**src/rtl/head_sprite_scheduler.sv**
```systemverilog
// ============================================================================
// Module   : head_sprite_scheduler
// Function : Two-stage shared head-sprite ROM scheduler with overlap arbitration.
//            HEAD_PRIO_ROTATE_EN alternates overlap priority every frame.
// Revision : 1.0
// ============================================================================
`default_nettype none

module head_sprite_scheduler #(
  parameter int SPRITE_DIM = 24,
  parameter int ROM_AW     = 12,
  parameter int TRANSP_IDX = 0
) (
  input  logic              vga_clk,
  input  logic              reset_n,
  input  logic              frame_start,
  input  logic [9:0]        DrawX,
  input  logic [9:0]        DrawY,
  input  logic              blank,
  input  logic [9:0]        head_x0,
  input  logic [9:0]        head_y0,
  input  logic [9:0]        head_x1,
  input  logic [9:0]        head_y1,
  input  logic [1:0]        head_dir0,
  input  logic [1:0]        head_dir1,
  output logic [ROM_AW-1:0] rom_address,
  input  logic [3:0]        rom_q,
  output logic [3:0]        pix_index,
  output logic              pix_player,
  output logic              pix_valid,
  output logic              heads_overlap,
  output logic              prio_player
);

  localparam logic [10:0]       DIM_C  = 11'(SPRITE_DIM);
  localparam logic [ROM_AW-1:0] DIM_A  = ROM_AW'(SPRITE_DIM);
  localparam logic [ROM_AW-1:0] SQ_A   = ROM_AW'(SPRITE_DIM * SPRITE_DIM);
  localparam logic [3:0]        TRANSP = 4'(TRANSP_IDX);

  typedef enum logic [0:0] {IDLE = 1'b0, ACTIVE = 1'b1} state_t;

  state_t state, state_next;
  logic   active;

  logic [9:0] sh_x0, sh_y0, sh_x1, sh_y1;
  logic [1:0] sh_dir0, sh_dir1;

  logic [10:0]       dx0, dy0, dx1, dy1, sel_dx, sel_dy;
  logic [1:0]        sel_dir;
  logic              hit0, hit1, any_hit, both_hit, winner;
  logic [ROM_AW-1:0] addr_next;

  logic s1_hit, s1_player, s1_blank;
  logic opaque, valid_next;

  always_ff @(posedge vga_clk or negedge reset_n) begin
    if (!reset_n) state <= IDLE;
    else          state <= state_next;
  end

  always_comb begin
    state_next = state;
    active     = (state == ACTIVE);
    if (state == IDLE && frame_start) state_next = ACTIVE;
  end

  always_ff @(posedge vga_clk or negedge reset_n) begin
    if (!reset_n) begin
      sh_x0 <= '0; sh_y0 <= '0; sh_dir0 <= '0;
      sh_x1 <= '0; sh_y1 <= '0; sh_dir1 <= '0;
    end else if (frame_start) begin
      sh_x0 <= head_x0; sh_y0 <= head_y0; sh_dir0 <= head_dir0;
      sh_x1 <= head_x1; sh_y1 <= head_y1; sh_dir1 <= head_dir1;
    end
  end

  // Widened to 11 bits: a pixel left of / above the head underflows to >= 1024.
  always_comb begin
    dx0      = {1'b0, DrawX} - {1'b0, sh_x0};
    dy0      = {1'b0, DrawY} - {1'b0, sh_y0};
    dx1      = {1'b0, DrawX} - {1'b0, sh_x1};
    dy1      = {1'b0, DrawY} - {1'b0, sh_y1};
    hit0     = active && (dx0 < DIM_C) && (dy0 < DIM_C);
    hit1     = active && (dx1 < DIM_C) && (dy1 < DIM_C);
    any_hit  = hit0 | hit1;
    both_hit = hit0 & hit1;
    winner   = both_hit ? prio_player : hit1;
    sel_dx   = winner ? dx1 : dx0;
    sel_dy   = winner ? dy1 : dy0;
    sel_dir  = winner ? sh_dir1 : sh_dir0;
    addr_next = ROM_AW'(sel_dir) * SQ_A + ROM_AW'(sel_dy) * DIM_A + ROM_AW'(sel_dx);
  end

  always_ff @(posedge vga_clk or negedge reset_n) begin
    if (!reset_n) begin
      rom_address <= '0;
      s1_hit      <= 1'b0;
      s1_player   <= 1'b0;
      s1_blank    <= 1'b0;
    end else begin
      if (any_hit) rom_address <= addr_next;
      s1_hit    <= any_hit;
      s1_player <= winner;
      s1_blank  <= blank;
    end
  end

  always_comb begin
    opaque     = (rom_q != TRANSP);
    valid_next = s1_hit & s1_blank & opaque & active;
  end

  always_ff @(posedge vga_clk or negedge reset_n) begin
    if (!reset_n) begin
      pix_index     <= '0;
      pix_player    <= 1'b0;
      pix_valid     <= 1'b0;
      heads_overlap <= 1'b0;
    end else begin
      pix_index  <= valid_next ? rom_q : 4'd0;
      pix_player <= s1_player;
      pix_valid  <= valid_next;
      if (frame_start)            heads_overlap <= 1'b0;
      else if (both_hit && blank) heads_overlap <= 1'b1;
    end
  end

`ifdef HEAD_PRIO_ROTATE_EN
  always_ff @(posedge vga_clk or negedge reset_n) begin
    if (!reset_n)                 prio_player <= 1'b0;
    else if (frame_start && active) prio_player <= ~prio_player;
  end
`else
  assign prio_player = 1'b0;
`endif

endmodule

`default_nettype wire

```
**config.mk**
```make
export PLATFORM = sky130hd
export DESIGN_NAME = head_sprite_scheduler
export DESIGN_NICKNAME = d
export VERILOG_FILES = /design/src/rtl/head_sprite_scheduler.sv
export SDC_FILE = /design/constraint.sdc
export NUM_CORES = 1
export LEC_CHECK = 0
export BUFFER_PORTS_ARGS = -buffer_cell sky130_fd_sc_hd__buf_4
export CORE_MARGIN = 4
export CORE_UTILIZATION = 55
export CTS_CLUSTER_DIAMETER = 30
export DETAILED_ROUTE_END_ITERATION = 8
export PLACE_DENSITY = 0.78
export SLEW_MARGIN = 10
export SYNTH_ARGS = -nofsm -noshare
export SYNTH_HDL_FRONTEND = slang
export SYNTH_SLANG_ARGS = --single-unit
```
**constraint.sdc**
```tcl
create_clock -name vga_clk -period 10.25 [get_ports vga_clk]
set_input_delay 0 -clock vga_clk [delete_from_list [all_inputs] [get_ports vga_clk]]
set_output_delay 0 -clock vga_clk [all_outputs]
set_load 0.02 [all_outputs]
```
Word-level counts from Yosys, hierarchy flattened --
Index checks and enable logic that the tools add are counted.
Word-level totals: bits in registers 67, output and inout bits 20, word-level logic and storage cells 48
Cells by class: add/subtract/negate cells 6, multiply operators 2, order comparisons 4, mux-type cells 7, bitwise logic cells 6, reduce and logical (&&, ||, !) cells 8
Operators by type and width (number):
- less-than comparator 11 x 5 -> 1 bit (second input constant) | 4
- subtractor 10 x 10 -> 11 bit | 4
- two-way mux 11 bit | 2
- adder 12 x 11 -> 12 bit | 1
- adder 12 bit | 1
- multiplier 11 x 2 -> 9 bit (second input constant) | 1
- logical AND 1 bit | 6
- multiplier 2 x 4 -> 6 bit (second input constant) | 1
- bitwise AND 1 bit | 4
- two-way mux 4 bit | 1
- nonzero test 4 bit | 1
- two-way mux 1 bit | 3
- two-way mux 2 bit | 1
- nonzero test 2 bit | 1
- inverter 1 bit | 1
- bitwise OR 1 bit | 1

Depth between registers and ports, before layout --
Gate-level depths: netlist of the first run.
word-level depth 10, depth in mapped cells 32, gate-level depth less buffers 30

Worst setup path before layout of the first run --
No wires, ideal clock.
path type flip-flop to flip-flop, from register sh_y0[0], to register rom_address[11], arrival 6.017 ns, data required time 10.174 ns, slack 4.156 ns, cell stages (with the launch flop) 32, clock period less this slack 6.094 ns, cells stage by stage dfrtp_1 ha_1 inv_1 fa_1 a21o_1 a21oi_1 xor2_1 o32ai_1 nor4b_4 and4_1 nor2_1 buf_2 buf_2 mux2i_1 ha_1 ha_1 inv_1 nor3_1 o221ai_1 nor2b_1 o21ai_0 mux2_2 a21oi_1 xor2_1 fa_1 inv_1 ha_1 a21oi_1 o21ai_0 xnor2_1 xnor3_1 o21ai_1
On the way: word-level cells in the longest chain between the ends 9, elaborated cells on any way between the ends 13
Ends and longest elaborated chain:
- start: declaration | RTL line 45 | logic [9:0] sh_x0, sh_y0, sh_x1, sh_y1;
- start signal: assignment | RTL line 69 | sh_x0 <= '0; sh_y0 <= '0; sh_dir0 <= '0;
- start signal: assignment | RTL line 72 | sh_x0 <= head_x0; sh_y0 <= head_y0; sh_dir0 <= head_dir0;
- subtractor 10 x 10 -> 11 bit * | RTL line 80 | dy0 = {1'b0, DrawY} - {1'b0, sh_y0};
- less-than comparator 11 x 5 -> 1 bit * | RTL line 83 | hit0 = active && (dx0 < DIM_C) && (dy0 < DIM_C);
- logical AND 1 bit * | RTL line 83
- bitwise AND 1 bit * | RTL line 86 | both_hit = hit0 & hit1;
- two-way mux 1 bit * | RTL line 87 | winner = both_hit ? prio_player : hit1;
- named net winner | RTL line 50 | logic hit0, hit1, any_hit, both_hit, winner;
- two-way mux 11 bit / two-way mux 2 bit (equally long branches) | RTL line 89, 90
- multiplier 11 x 2 -> 9 bit / multiplier 2 x 4 -> 6 bit (equally long branches) | RTL line 91 | addr_next = ROM_AW'(sel_dir) * SQ_A + ROM_AW'(sel_dy) * DIM_A + ROM_AW'(sel_dx);
- adder 12 bit | RTL line 91
- adder 12 x 11 -> 12 bit * | RTL line 91
- end signal: assignment | RTL line 101 | if (any_hit) rom_address <= addr_next;
- end: declaration | RTL line 26 | output logic [ROM_AW-1:0] rom_address,
The timed path passes the listed nets; every way through them passes the cells marked *. A chain may end at the register's enable or synchronous reset.

Worst setup path in the final report of the first run --
from register sh_y1[0], to register rom_address[11]
On the way: word-level cells in the longest chain between the ends 9, elaborated cells on any way between the ends 13
Ends and longest elaborated chain:
- start: declaration | RTL line 45
- start signal: assignment | RTL line 70 | sh_x1 <= '0; sh_y1 <= '0; sh_dir1 <= '0;
- start signal: assignment | RTL line 73 | sh_x1 <= head_x1; sh_y1 <= head_y1; sh_dir1 <= head_dir1;
- subtractor 10 x 10 -> 11 bit * | RTL line 82 | dy1 = {1'b0, DrawY} - {1'b0, sh_y1};
- less-than comparator 11 x 5 -> 1 bit | RTL line 84 | hit1 = active && (dx1 < DIM_C) && (dy1 < DIM_C);
- logical AND 1 bit | RTL line 84
- bitwise AND 1 bit | RTL line 86
- two-way mux 1 bit | RTL line 87
- two-way mux 11 bit / two-way mux 2 bit (equally long branches) | RTL line 89, 90
- multiplier 11 x 2 -> 9 bit / multiplier 2 x 4 -> 6 bit (equally long branches) | RTL line 91
- adder 12 bit | RTL line 91
- adder 12 x 11 -> 12 bit | RTL line 91
Mark *: on every way between the ends. The rest lies on a longest branch, timed or not.

==> results of run 1 <==
## cell usage after synthesis, drive strengths merged, types with 3 or more instances
library cell | instances | area share (%)
o21ai | 70 | 6.4
nand2 | 69 | 4.7
dfrtp | 67 | 31
inv | 64 | 4.4
ha | 56 | 13
a21oi | 48 | 4.7
nor2 | 38 | 2.6
xnor2 | 21 | 3.4
mux2 | 16 | 3.3
xor2 | 16 | 2.6
a21o | 14 | 1.9
buf | 10 | 0.96
mux2i | 10 | 1.8
clkbuf | 9 | 0.62
fa | 9 | 3.3
nor2b | 8 | 0.91
nor3 | 8 | 0.73
a211oi | 7 | 0.96
and3 | 6 | 0.68
o211ai | 6 | 0.91
a31oi | 5 | 0.57
nand2b | 5 | 0.57
and2 | 4 | 0.46
and4 | 4 | 0.64
nand4 | 4 | 0.57
a2111o | 3 | 0.62
a2111oi | 3 | 0.59
nand3 | 3 | 0.27
o21a | 3 | 0.41
o21bai | 3 | 0.41
o32ai | 3 | 0.48
or2 | 3 | 0.34
## layer usage
layer | global-route usage [%] | vias up | part of all wire, % | routed length (um)
met4 | 8.39 | 0 | 2.2 | 319
met3 | 3.60 | 32 | 4.2 | 595
li1 | - | 2467 | - | -
met2 | 44.7 | 136 | 50 | 7120
met1 | 31.6 | 2350 | 44 | 6230
met5 | 0 | - | 0 | 0
## cell families after synthesis
logic type | count (synthesis) | share of synthesized area [%]
compound gates | 184 | 21.5
simple gates | 162 | 14.4
buf+inv | 83 | 5.96
flops | 67 | 30.6
fa+ha+maj | 65 | 16.1
xor+xnor | 38 | 6.32
mux | 26 | 5.11
other cells | 1 | 0.0684
## metrics by stage
step / hold slack (ns) / total power, mW / worst slack [ns]
floorplan: -0.296 / 0.823 / 4.16
global placement: 0.123 / 0.960 / 3.48
detailed placement: 0.124 / 0.975 / 3.24
CTS: 0.0481 / 1.21 / 3.17
global route: 0.0795 / 1.32 / 2.50
finish: 0.0481 / 1.22 / 3.14
## registers in the layout (all words and copies together) (netlist names), 2 cells and up
register / cells
sh_y1: 10
pix_index: 4
sh_dir1: 2
sh_dir0: 2
rom_address: 12
sh_x0: 10
sh_x1: 10
sh_y0: 10
## power groups by stage
stage | sequential (mW) | clock [mW] | combinational (mW)
2_1_floorplan | 0.296 | 0 | 0.527
3_3_place_gp | 0.294 | 0 | 0.666
3_5_place_dp | 0.295 | 0 | 0.680
4_1_cts | 0.289 | 0.217 | 0.708
5_1_grt | 0.291 | 0.231 | 0.796
6_report | 0.289 | 0.213 | 0.713
## critical path, delay by kind of cell (launching register included)
kind,cells,cell delay (ns)
xor+xnor,4,0.88
compound gates,10,1.70
flops,1,0.35
mux,2,0.45
fa+ha+maj,6,1.85
buf+inv,4,0.49
simple gates,4,1.30
## cell type report
| type | count | area [um^2] | share of cell area [%] |
|---|---|---|---|
| Tap cell | 133 | 166 | 2.39 |
| Sequential cell | 67 | 1680 | 24.1 |
| Inverter | 64 | 240 | 3.46 |
| Multi-Input combinational cell | 476 | 3480 | 50.0 |
| Timing Repair Buffer | 143 | 1200 | 17.3 |
| Clock inverter | 3 | 21.3 | 0.306 |
| Clock buffer | 13 | 169 | 2.43 |
## final timing paths
kind                       cells after the start               to  slack, ns       from
setup / recovery                              30  rom_address[11]       3.14   sh_y1[0]
min in group asynchronous                      2   rom_address[5]       0.30    reset_n
max in group asynchronous                      2         sh_y0[2]       9.40    reset_n
hold reg to reg                                0       pix_player       0.35  s1_player
hold / removal                                 4   rom_address[0]       0.05   DrawX[0]
setup reg to reg                              30  rom_address[11]       3.14   sh_y1[0]
==> results.env, run 1 <==
OUTCOME='complete, no violations'
ANTENNA_FOUND_INITIAL=0
CTS_TREE='yes'
VIAS_PER_CELL=5.55
PWR_DENSITY_CELL_nW_PER_UM2=175
CLOCK_SINKS=67
CRIT_PATH_MAX_FANOUT=18
NUMBER_OF_HOLD_BUFFERS_ADDED_AFTER_CTS=51
CTS_MAX_PATH_BUFFERS=2
GP_CONGESTION=0.926
NET_SWITCHING_uW=494
CP_COMMON_CELL='sky130_fd_sc_hd__ha_1'
POST-ROUTE-DRC-COUNT=0
SYNTH_CELL_TYPES=68
FLOORPLAN.INITIALDENSITY_PCT=56.3
ANTENNA_DIODE_COUNT=0
NUMBER_OF_PLACED_INSTANCES_TAPS_INCLUDED=832
DRT_ITER0_DRC=232
NET_COUNT_REPORTED_AT_FINISH=898
TOTALNEGATIVESETUPSLACK_NS=0
CTS_INSERTED_BUFFERS=9
GRT_START_MAX_NET_PINS=83
LAYOUT.CELLS.MOST_COMMON_LIST='sky130_fd_sc_hd__buf_4, sky130_fd_sc_hd__nand2_1, sky130_fd_sc_hd__dfrtp_1'
FINALCLOCKSKEW_NS=0.0113
ASYNC_SR_FLOP_FRACTION_PCT=100
INTERNAL_POWER_uW=721
MAPPED_AVG_CELL_AREA_UM2=8.76
CTS-RESIZED-GATES=0
CLKLATENCYLATEPIN_NS=0.36
SYN-NUM-NETS=763
GRT_SETUP_UNREPAIRED='no'
AREA_GROWTH_PCT=26.8
VIAS_IN_THE_FIRST_GLOBAL_ROUTE=5035
PLACED_CELL_AREA_UM2=6250
TIMING_MAX_TRANSITION_VIOLATIONS_FINAL=0
YS_FF_LATCH=67
SETUP_VIOL_COUNT_FINAL=0
CORE_AREA_UM2=9730
YS_SEQ_AREA_SHARE_PCT=30.6
MAX_CAP_VIOLATIONS=0
GRT.TOTAL_USAGE_PCT=25.3
CRITICALPATHCATEGORY='flip-flop to flip-flop'
TIMING.FINAL.CRIT_SHARE_PCT=69.3
FINALINSTANCEAREA_UM2=6950
FINAL_ANTENNA_NET_COUNT=0
FINAL-INSTANCE-COUNT-EXCL-FILL=899
WORST_SETUP_PATH_START_KIND='flip-flop'
ROUTED_WIRE_LENGTH_PER_INSTANCE_UM=15.9
CTS.HTREE.LEVELS=3
POWER.SHARE.COMBINATIONAL_PCT=58.7
PWR-SHARE-SEQ_PCT=23.8
SYNTH-MAIN-FF-CELL='sky130_fd_sc_hd__dfrtp_1'
DRIVE_GT1_SHARE_PCT=17.9
DIE_SPAN_IN_X_UM=108
SYNTH_ENABLE_FLOP_CELLS=0
TIMING_HOLD_VIOLATIONS_FINAL=0
LAYOUT_COMMONEST_CELL='sky130_fd_sc_hd__buf_4'
WORST_SETUP_PATH_END_KIND='flip-flop'
MIN-DELAY-PATH-CLASS='input port to flip-flop'
PLACE.PORT_BUFFERS=90
DETAILED_PLACE_HPWL_UM=10300
CHIPHEIGHT_UM=108
SYNTHESIS.YOSYS.WARNINGS=0
FINAL_CORE_UTIL_PCT=71.5
CLK_PIN_SLEW_WORST_SETUP_HOLD_PATHS_NS=0.07
POWER.SHARE.CLOCK_PCT=17.5
WORST_IR_DROP_VDD_mV=0.0979
IO-PIN-COUNT=92
SW_FRAC_OF_TOTAL_PCT=40.7
WIRE_LENGTH_OF_THE_FIRST_GLOBAL_ROUTING_PASS_UM=23300
CORE.ROWCOUNT=36
WORST_EP_REQUIRED_TIME_NS=10.54
GR-TOTAL-OVERFLOW=0
CTS.REPAIR_TIMING.SETUP_BUFFER_COUNT=0
ROUTE.FINAL.WIRE_LENGTH_UM=14300
CELLLEAKAGEPOWER_nW=3.39
WORST_PIN_SLEW_NS=0.845
DRT_PASS1_ITERATIONS=5
FINALWORSTPATHREQUIREDPERIOD_NS=7.11
VIAS=4985
SYNTHESIS.INSTANCES=626
SYNTH.CELL_AREA_UM2=5480
MAX-SLEW-MARGIN-REL_PCT=43.7
DIEAREA_UM2=11600
SLOWEST_DELAY_NS=0.51
CPMAXSTAGEDELAYCELL='sky130_fd_sc_hd__nand4_1'
MAX_CLOCK_FREQ_MHz=141
FILLER_CELL_COUNT=773
CTS.ROOT.BUFFER_CELL='sky130_fd_sc_hd__clkbuf_8'
CP_DATA_ARRIVAL_TIME_NS=7.39
(Power assumes the default switching activity.)
==> inputs of run 2 (changes only) <==
ABC_AREA = 1   (was default)
CORE_UTILIZATION = 53   (was 55)
clock period = 6.47 ns   (was 10.25 ns; I/O delays follow)
==> run 2 against run 1 <==
Effect of this change:
- fmax up 24%
- flip-flop and latch count unchanged
- highest routed layer unchanged
- cell area up 4.7%
- largest power group unchanged
- combinational power up 39%
- clock skew about the same
- core utilization down 2.2 points
- routed wire length up 4.9%
- synthesized area up 6.1%
- clock power up 76%
- global-route usage down 0.97 points
- synthesized cell count up 37%
==> results.env, run 2 <==
WHS_PATH_DEPTH=4
TOTALNEGATIVESETUPSLACK_NS=0
GRT.TOTAL_USAGE_PCT=24.3
LAYOUT_COMMONEST_CELL='sky130_fd_sc_hd__nand2_1'
FINALCLOCKSKEW_NS=0.0108
WORST_HOLD_STARTPOINT='DrawX[1]'
WORST_HOLD_PATH.ENDPOINT='rom_address[1]'
ASYNC_SR_FLOP_FRACTION_PCT=100
ANTENNA_FOUND_INITIAL=0
CHIPHEIGHT_UM=113
GRT_SETUP_UNREPAIRED='no'
SYNTHESIS.INSTANCES=857
GP_CONGESTION=0.906
TIMING.CRITICAL_PATH.MAX_DELAY_FAMILY='simple AND/OR/NAND/NOR gates'
SYNTH_CELL_TYPES=42
CLOCK_SINKS=67
TIMING_MAX_TRANSITION_VIOLATIONS_FINAL=0
POST-SYNTH-TOP-AREA-CELL='sky130_fd_sc_hd__dfrtp_1'
R2R_START='sh_y0[0]'
DRIVE_GT1_SHARE_PCT=14.9
YOSYS.AREA.TOP_TYPE_SHARE_PCT=28.8
SETUP_VIOL_COUNT_FINAL=0
GRT_START_MAX_NET_PINS=85
MAX-SLEW-MARGIN-REL_PCT=43.5
PLACE.PORT_BUFFERS=90
MAX_CAP_VIOLATIONS=0
CRITICALPATHCATEGORY='flip-flop to flip-flop'
FINAL_CORE_UTIL_PCT=69.3
CRIT_PATH_MAX_FANOUT=24
SYNTH.TOP_CELLS.BY_AREA='sky130_fd_sc_hd__dfrtp_1, sky130_fd_sc_hd__nand2_1, sky130_fd_sc_hd__ha_1, sky130_fd_sc_hd__inv_1, sky130_fd_sc_hd__nand3_1'
NUMBER_OF_BUFFERS_AND_INVERTERS_ON_THE_CRITICAL_PATH=4
LARGEST_REG_FLOPS=12
SYNTH.CELL_AREA_UM2=5820
CTS_TREE='yes'
CTS-RESIZED-GATES=0
WORST_PIN_SLEW_NS=0.847
REGISTERS.TOP_BY_FF_COUNT='rom_address'
NET_COUNT_REPORTED_AT_FINISH=1130
ROUTE.FINAL.WIRE_LENGTH_UM=15000
DRT_PASS1_ITERATIONS=6
CELLLEAKAGEPOWER_nW=4.16
CTS_INSERTED_BUFFERS=9
PWR_DENSITY_CELL_nW_PER_UM2=250
DIEAREA_UM2=12700
SETUP.REG_TO_REG.WORST_SLACK_NS=0.72
SYNTHESIS.YOSYS.WARNINGS=0
SLOWEST_DELAY_NS=0.44
NUMBER_OF_HOLD_BUFFERS_ADDED_AFTER_CTS=50
CLK_PIN_SLEW_WORST_SETUP_HOLD_PATHS_NS=0.09
GR-TOTAL-OVERFLOW=0
DIE_SPAN_IN_X_UM=113
CTS.REPAIR_TIMING.SETUP_BUFFER_COUNT=0
ROUTED_WIRE_LENGTH_PER_INSTANCE_UM=13.2
SYNTH-MAIN-FF-CELL='sky130_fd_sc_hd__dfrtp_1'
VIAS_PER_CELL=4.99
OUTCOME='complete, no violations'
CTS.ROOT.BUFFER_CELL='sky130_fd_sc_hd__clkbuf_8'
DETAILED_PLACE_HPWL_UM=11400
CPMAXSTAGEDELAYCELL='sky130_fd_sc_hd__fa_1'
VIAS=5662
MAPPED_AVG_CELL_AREA_UM2=6.79
POST-ROUTE-DRC-COUNT=0
FINAL_ANTENNA_NET_COUNT=0
FINALWORSTPATHREQUIREDPERIOD_NS=5.75
REG2REG_DEPTH=36
CRIT-REG2REG-CAPTURE='rom_address[11]'
TIMING.FINAL.CRIT_SHARE_PCT=88.9
ANTENNA_DIODE_COUNT=0
TIMING_HOLD_VIOLATIONS_FINAL=0
COMMONEST_CELLS_IN_THE_SYNTHESIZED_NETLIST='sky130_fd_sc_hd__nand2_1, sky130_fd_sc_hd__inv_1, sky130_fd_sc_hd__dfrtp_1'
CTS.HTREE.LEVELS=3
MIN-DELAY-PATH-CLASS='input port to flip-flop'
WIRE_LENGTH_OF_THE_FIRST_GLOBAL_ROUTING_PASS_UM=25300
WORST_IR_DROP_VDD_mV=0.165
YS_SEQ_AREA_SHARE_PCT=28.8
IO-PIN-COUNT=92
DRT_ITER0_DRC=319
CP_DATA_ARRIVAL_TIME_NS=6.01
FLOORPLAN.INITIALDENSITY_PCT=55.4
CORE.ROWCOUNT=37
LAYOUT.CELLS.MOST_COMMON_LIST='sky130_fd_sc_hd__nand2_1, sky130_fd_sc_hd__inv_1, sky130_fd_sc_hd__buf_4'
AREA_GROWTH_PCT=25.1
WORST_SETUP_PATH_END_KIND='flip-flop'
CLKLATENCYLATEPIN_NS=0.36
VIAS_IN_THE_FIRST_GLOBAL_ROUTE=5411
YOSYSMOSTFREQUENTCELL='sky130_fd_sc_hd__nand2_1'
HOLD_SLACK_NS=0.112
WORST_EP_REQUIRED_TIME_NS=6.73
CTS_MAX_PATH_BUFFERS=2
WORST_SETUP_PATH_START_KIND='flip-flop'
MAX_CLOCK_FREQ_MHz=174
SYN-NUM-NETS=994
YS_FF_LATCH=67
CP_COMMON_CELL='sky130_fd_sc_hd__nand2_1'
CORE_AREA_UM2=10500
SYNTH_ENABLE_FLOP_CELLS=0
## run 2: changes by cell type after synthesis, moves of 8 or more
cell	change
sky130_fd_sc_hd__o21ai_0	-23
sky130_fd_sc_hd__mux2_2	-16
sky130_fd_sc_hd__a21oi_1	-19
sky130_fd_sc_hd__a21o_1	-13
sky130_fd_sc_hd__nand2_2	+20
sky130_fd_sc_hd__nand3b_1	+13
sky130_fd_sc_hd__inv_1	+79
sky130_fd_sc_hd__nor2_1	+14
sky130_fd_sc_hd__nor2b_1	-8
sky130_fd_sc_hd__mux2i_1	-9
sky130_fd_sc_hd__nand3_1	+45
sky130_fd_sc_hd__nand2_1	+226
sky130_fd_sc_hd__xnor2_1	-16
## run 2: how the worst max path moves through the flow
stage	startpoint	endpoint	depth (start not counted)
3_5_place_dp	sh_y0[0]	rom_address[11]	36
4_1_cts	sh_x1[0]	rom_address[11]	35
5_1_grt	sh_y0[0]	rom_address[11]	36
2_1_floorplan	sh_y0[0]	rom_address[11]	35
6_report	sh_y0[0]	rom_address[11]	36
3_3_place_gp	sh_x1[0]	rom_address[11]	35
## run 2: routing by layer
metal,vias to the layer above,GRT usage (%),routed length (um)
met5,-,0,0
met4,0,4.97,180
met3,17,3.85,751
met2,151,41.5,7120
met1,2543,32.8,6920
li1,2951,-,-
## run 2: worst register-to-register path: cells and delay by family (launching register included)
family / cells / cell delay [ns]
DFF: 1 / 0.36
AOI/OAI and AO/OA: 4 / 0.64
buffers and inverters: 4 / 0.25
adders and majority gates: 5 / 1.57
and+or+nand+nor: 20 / 2.25
xor gates and xnor gates: 3 / 0.56
## run 2: logic make-up after synthesis
group / synth area share [%]
and+or+nand+nor: 33.9
buffers and inverters: 11.1
AOI/OAI and AO/OA: 8.50
DFF: 28.8
adders and majority gates: 15.1
xor gates and xnor gates: 2.26
other: 0.0645
muxes: 0.172
## run 2: report_power, final
part           leakage, nW  internal (mW)  switching (mW)  total (mW)
registers            0.848          0.446         0.00889       0.455
logic                 3.21          0.412           0.580       0.992
clock network       0.0962          0.181           0.193       0.374
total                 4.16           1.04           0.782        1.82
## run 2: layout make-up
cell class / instances / area [um^2]
Clock buffer: 9 / 124
Inverter: 150 / 563
Multi-Input combinational cell: 625 / 3490
Timing Repair Buffer: 140 / 1180
Fill cell: 901 / 3230
Clock inverter: 7 / 76.3
Sequential cell: 67 / 1680
Tap cell: 136 / 170
## run 2: metrics by stage
stage               worst slack, ns  cell area (um^2)  cells  total power [mW]
CTS                           0.724              7280   1134              1.82
detailed placement            0.765              6580   1068              1.42
global route                  0.175              7280   1134              1.98
floorplan                      1.09              5820    857              1.20
finish                        0.717              7280   1134              1.82
global placement              0.977              6580   1068              1.40
==> inputs of run 3 (changes only) <==
CORE_UTILIZATION = 40   (was 53)
PLACE_DENSITY = default   (was 0.78)
==> run 3 against run 2 <==
Effect of this change:
- via count shrank 3.4%
- sequential power is essentially flat
- combinational power shrank 2.0%
- final cell count grew 3.9%
- worst setup slack gained 0.028 ns
- total power grew 4.8%
- register-to-register slack gained 0.03 ns
- global-route usage shrank 5.0 points
- hold slack gained 0.037 ns
==> results.env, run 3 (synthesis results as in run 2) <==
OUTCOME='complete, no violations'
CP_COMMON_CELL='sky130_fd_sc_hd__nand2_1'
MIN-DELAY-PATH-CLASS='input port to flip-flop'
VIAS_PER_CELL=4.64
CELLLEAKAGEPOWER_nW=4.21
PRE_CTS_WS_NS=0.742
FILLER_CELL_COUNT=1430
DRIVE_GT1_SHARE_PCT=14.7
TIMING.CRITICAL_PATH.MAX_DELAY_FAMILY='simple AND/OR/NAND/NOR gates'
REGISTERS.TOP_BY_FF_COUNT='rom_address'
LAYOUT_COMMONEST_CELL='sky130_fd_sc_hd__nand2_1'
GR-TOTAL-OVERFLOW=0
TIMING_MAX_TRANSITION_VIOLATIONS_FINAL=0
SLOWEST_DELAY_NS=0.44
FINALCLOCKSKEW_NS=0.00672
WORST_PIN_SLEW_NS=0.868
VIAS=5470
CTS_TREE='yes'
WORST_EP_REQUIRED_TIME_NS=6.71
CTS_MAX_PATH_BUFFERS=2
NET_COUNT_REPORTED_AT_FINISH=1130
PWR_DENSITY_CELL_nW_PER_UM2=257
WORST_SETUP_PATH_START_KIND='flip-flop'
GRT.TOTAL_USAGE_PCT=19.3
DRT_ITER0_DRC=260
CHIPHEIGHT_UM=129
GRT_SETUP_UNREPAIRED='no'
CRIT_PATH_MAX_FANOUT=24
FLOORPLAN.INITIALDENSITY_PCT=41.4
MAX_CLOCK_FREQ_MHz=175
LARGEST_REG_FLOPS=12
CORE.ROWCOUNT=43
DIEAREA_UM2=16500
CRITICALPATHCATEGORY='flip-flop to flip-flop'
CTS-RESIZED-GATES=0
CTS_INSERTED_BUFFERS=9
ANTENNA_FOUND_INITIAL=0
WORST_HOLD_STARTPOINT='DrawX[1]'
CTS.ROOT.BUFFER_CELL='sky130_fd_sc_hd__clkbuf_16'
CPMAXSTAGEDELAYCELL='sky130_fd_sc_hd__fa_1'
ROUTE.FINAL.WIRE_LENGTH_UM=14900
CLOCK_SINKS=67
DETAILED_PLACE_HPWL_UM=11800
FINAL_ANTENNA_NET_COUNT=0
R2R_START='sh_x1[0]'
TIMING_HOLD_VIOLATIONS_FINAL=0
VIAS_IN_THE_FIRST_GLOBAL_ROUTE=5425
CLK_PIN_SLEW_WORST_SETUP_HOLD_PATHS_NS=0.06
MAX-SLEW-MARGIN-REL_PCT=42.1
AREA_GROWTH_PCT=27.6
GP_CONGESTION=0.909
GRT_START_MAX_NET_PINS=85
FINALWORSTSETUPSLACK_NS=0.745
WORST_IR_DROP_VDD_mV=0.151
DIE_SPAN_IN_X_UM=129
FINALWORSTPATHREQUIREDPERIOD_NS=5.73
TOTALNEGATIVESETUPSLACK_NS=0
POST-ROUTE-DRC-COUNT=0
CLKLATENCYLATEPIN_NS=0.35
WIRE_LENGTH_OF_THE_FIRST_GLOBAL_ROUTING_PASS_UM=25500
DRT_PASS1_ITERATIONS=5
WORST_SETUP_PATH_STARTPOINT='sh_x1[0]'
TIMING.FINAL.CRIT_SHARE_PCT=88.5
CTS.HTREE.LEVELS=3
ANTENNA_DIODE_COUNT=0
SETUP_VIOL_COUNT_FINAL=0
PLACE.PORT_BUFFERS=90
ROUTED_WIRE_LENGTH_PER_INSTANCE_UM=12.7
LAYOUT.CELLS.MOST_COMMON_LIST='sky130_fd_sc_hd__nand2_1, sky130_fd_sc_hd__inv_1, sky130_fd_sc_hd__buf_4'
NUMBER_OF_BUFFERS_AND_INVERTERS_ON_THE_CRITICAL_PATH=3
CP_DATA_ARRIVAL_TIME_NS=5.96
IO-PIN-COUNT=92
MAX_CAP_VIOLATIONS=0
WORST_SETUP_PATH_END_KIND='flip-flop'
CORE_AREA_UM2=14000
-- run 3: cell types whose count changed in the layout (fill, tap and decap cells not counted), sizes merged --
cell      previous run  this run
clkinvlp             2         0
clkinv               2         4
inv                152       150
clkbuf               9        11
-- run 3: metal layers --
metal	track usage (%)	wire length, um	up-vias
met3	4.36	730	21
met2	32.3	6900	111
met1	24.7	6910	2403
met4	6.92	354	0
met5	0	0	-
li1	-	-	2935
-- run 3: tightest hold or removal path, delay by kind of cell --
kind          cells  cell delay [ns]
fa+ha+maj         1             0.20
buf+inv           1             0.13
simple gates      2             0.13
-- run 3: area by class of cell --
| type | instances | area, um^2 | share of cell area (%) |
|---|---|---|---|
| Tap cell | 180 | 225 | 3.03 |
| Sequential cell | 67 | 1680 | 22.6 |
| Timing Repair Buffer | 140 | 1180 | 15.8 |
| Clock buffer | 11 | 233 | 3.14 |
| Clock inverter | 5 | 53.8 | 0.725 |
| Inverter | 150 | 563 | 7.59 |
| Multi-Input combinational cell | 625 | 3490 | 47.1 |
-- run 3: power breakdown --
group	switching [mW]	internal [mW]	total, mW	leakage, nW
sequential	0.00866	0.447	0.456	0.848
combinational	0.562	0.410	0.972	3.21
clock	0.185	0.297	0.482	0.143
-- run 3: worst paths after layout --
path                                        end  slack [ns]  depth (start not counted)
worst max register to register  rom_address[11]        0.74                         34
worst min-delay path             rom_address[1]        0.15                          4
max in group asynchronous         heads_overlap        5.58                          2
worst max-delay path            rom_address[11]        0.74                         34
worst min register to register       pix_player        0.36                          0
min in group asynchronous              sh_x1[4]        0.32                          2
-- run 3: per-stage QoR --
step	hold slack (ns)	instances	util (%)	instance area [um^2]	power (mW)
after global routing	0.168	1178	52.8	7420	2.11
after floorplan	-0.296	857	-	5820	1.20
after global placement	0.154	1112	47.2	6630	1.41
after detailed placement	0.158	1112	47.2	6630	1.42
after CTS	0.129	1178	52.8	7420	1.94
final	0.149	1178	52.8	7420	1.91
-- run 3: repair_timing --
action,4_1_cts,5_1_grt
endpoints found under the hold margin,117,0
hold buffers,50,0
setup buffers,0,0
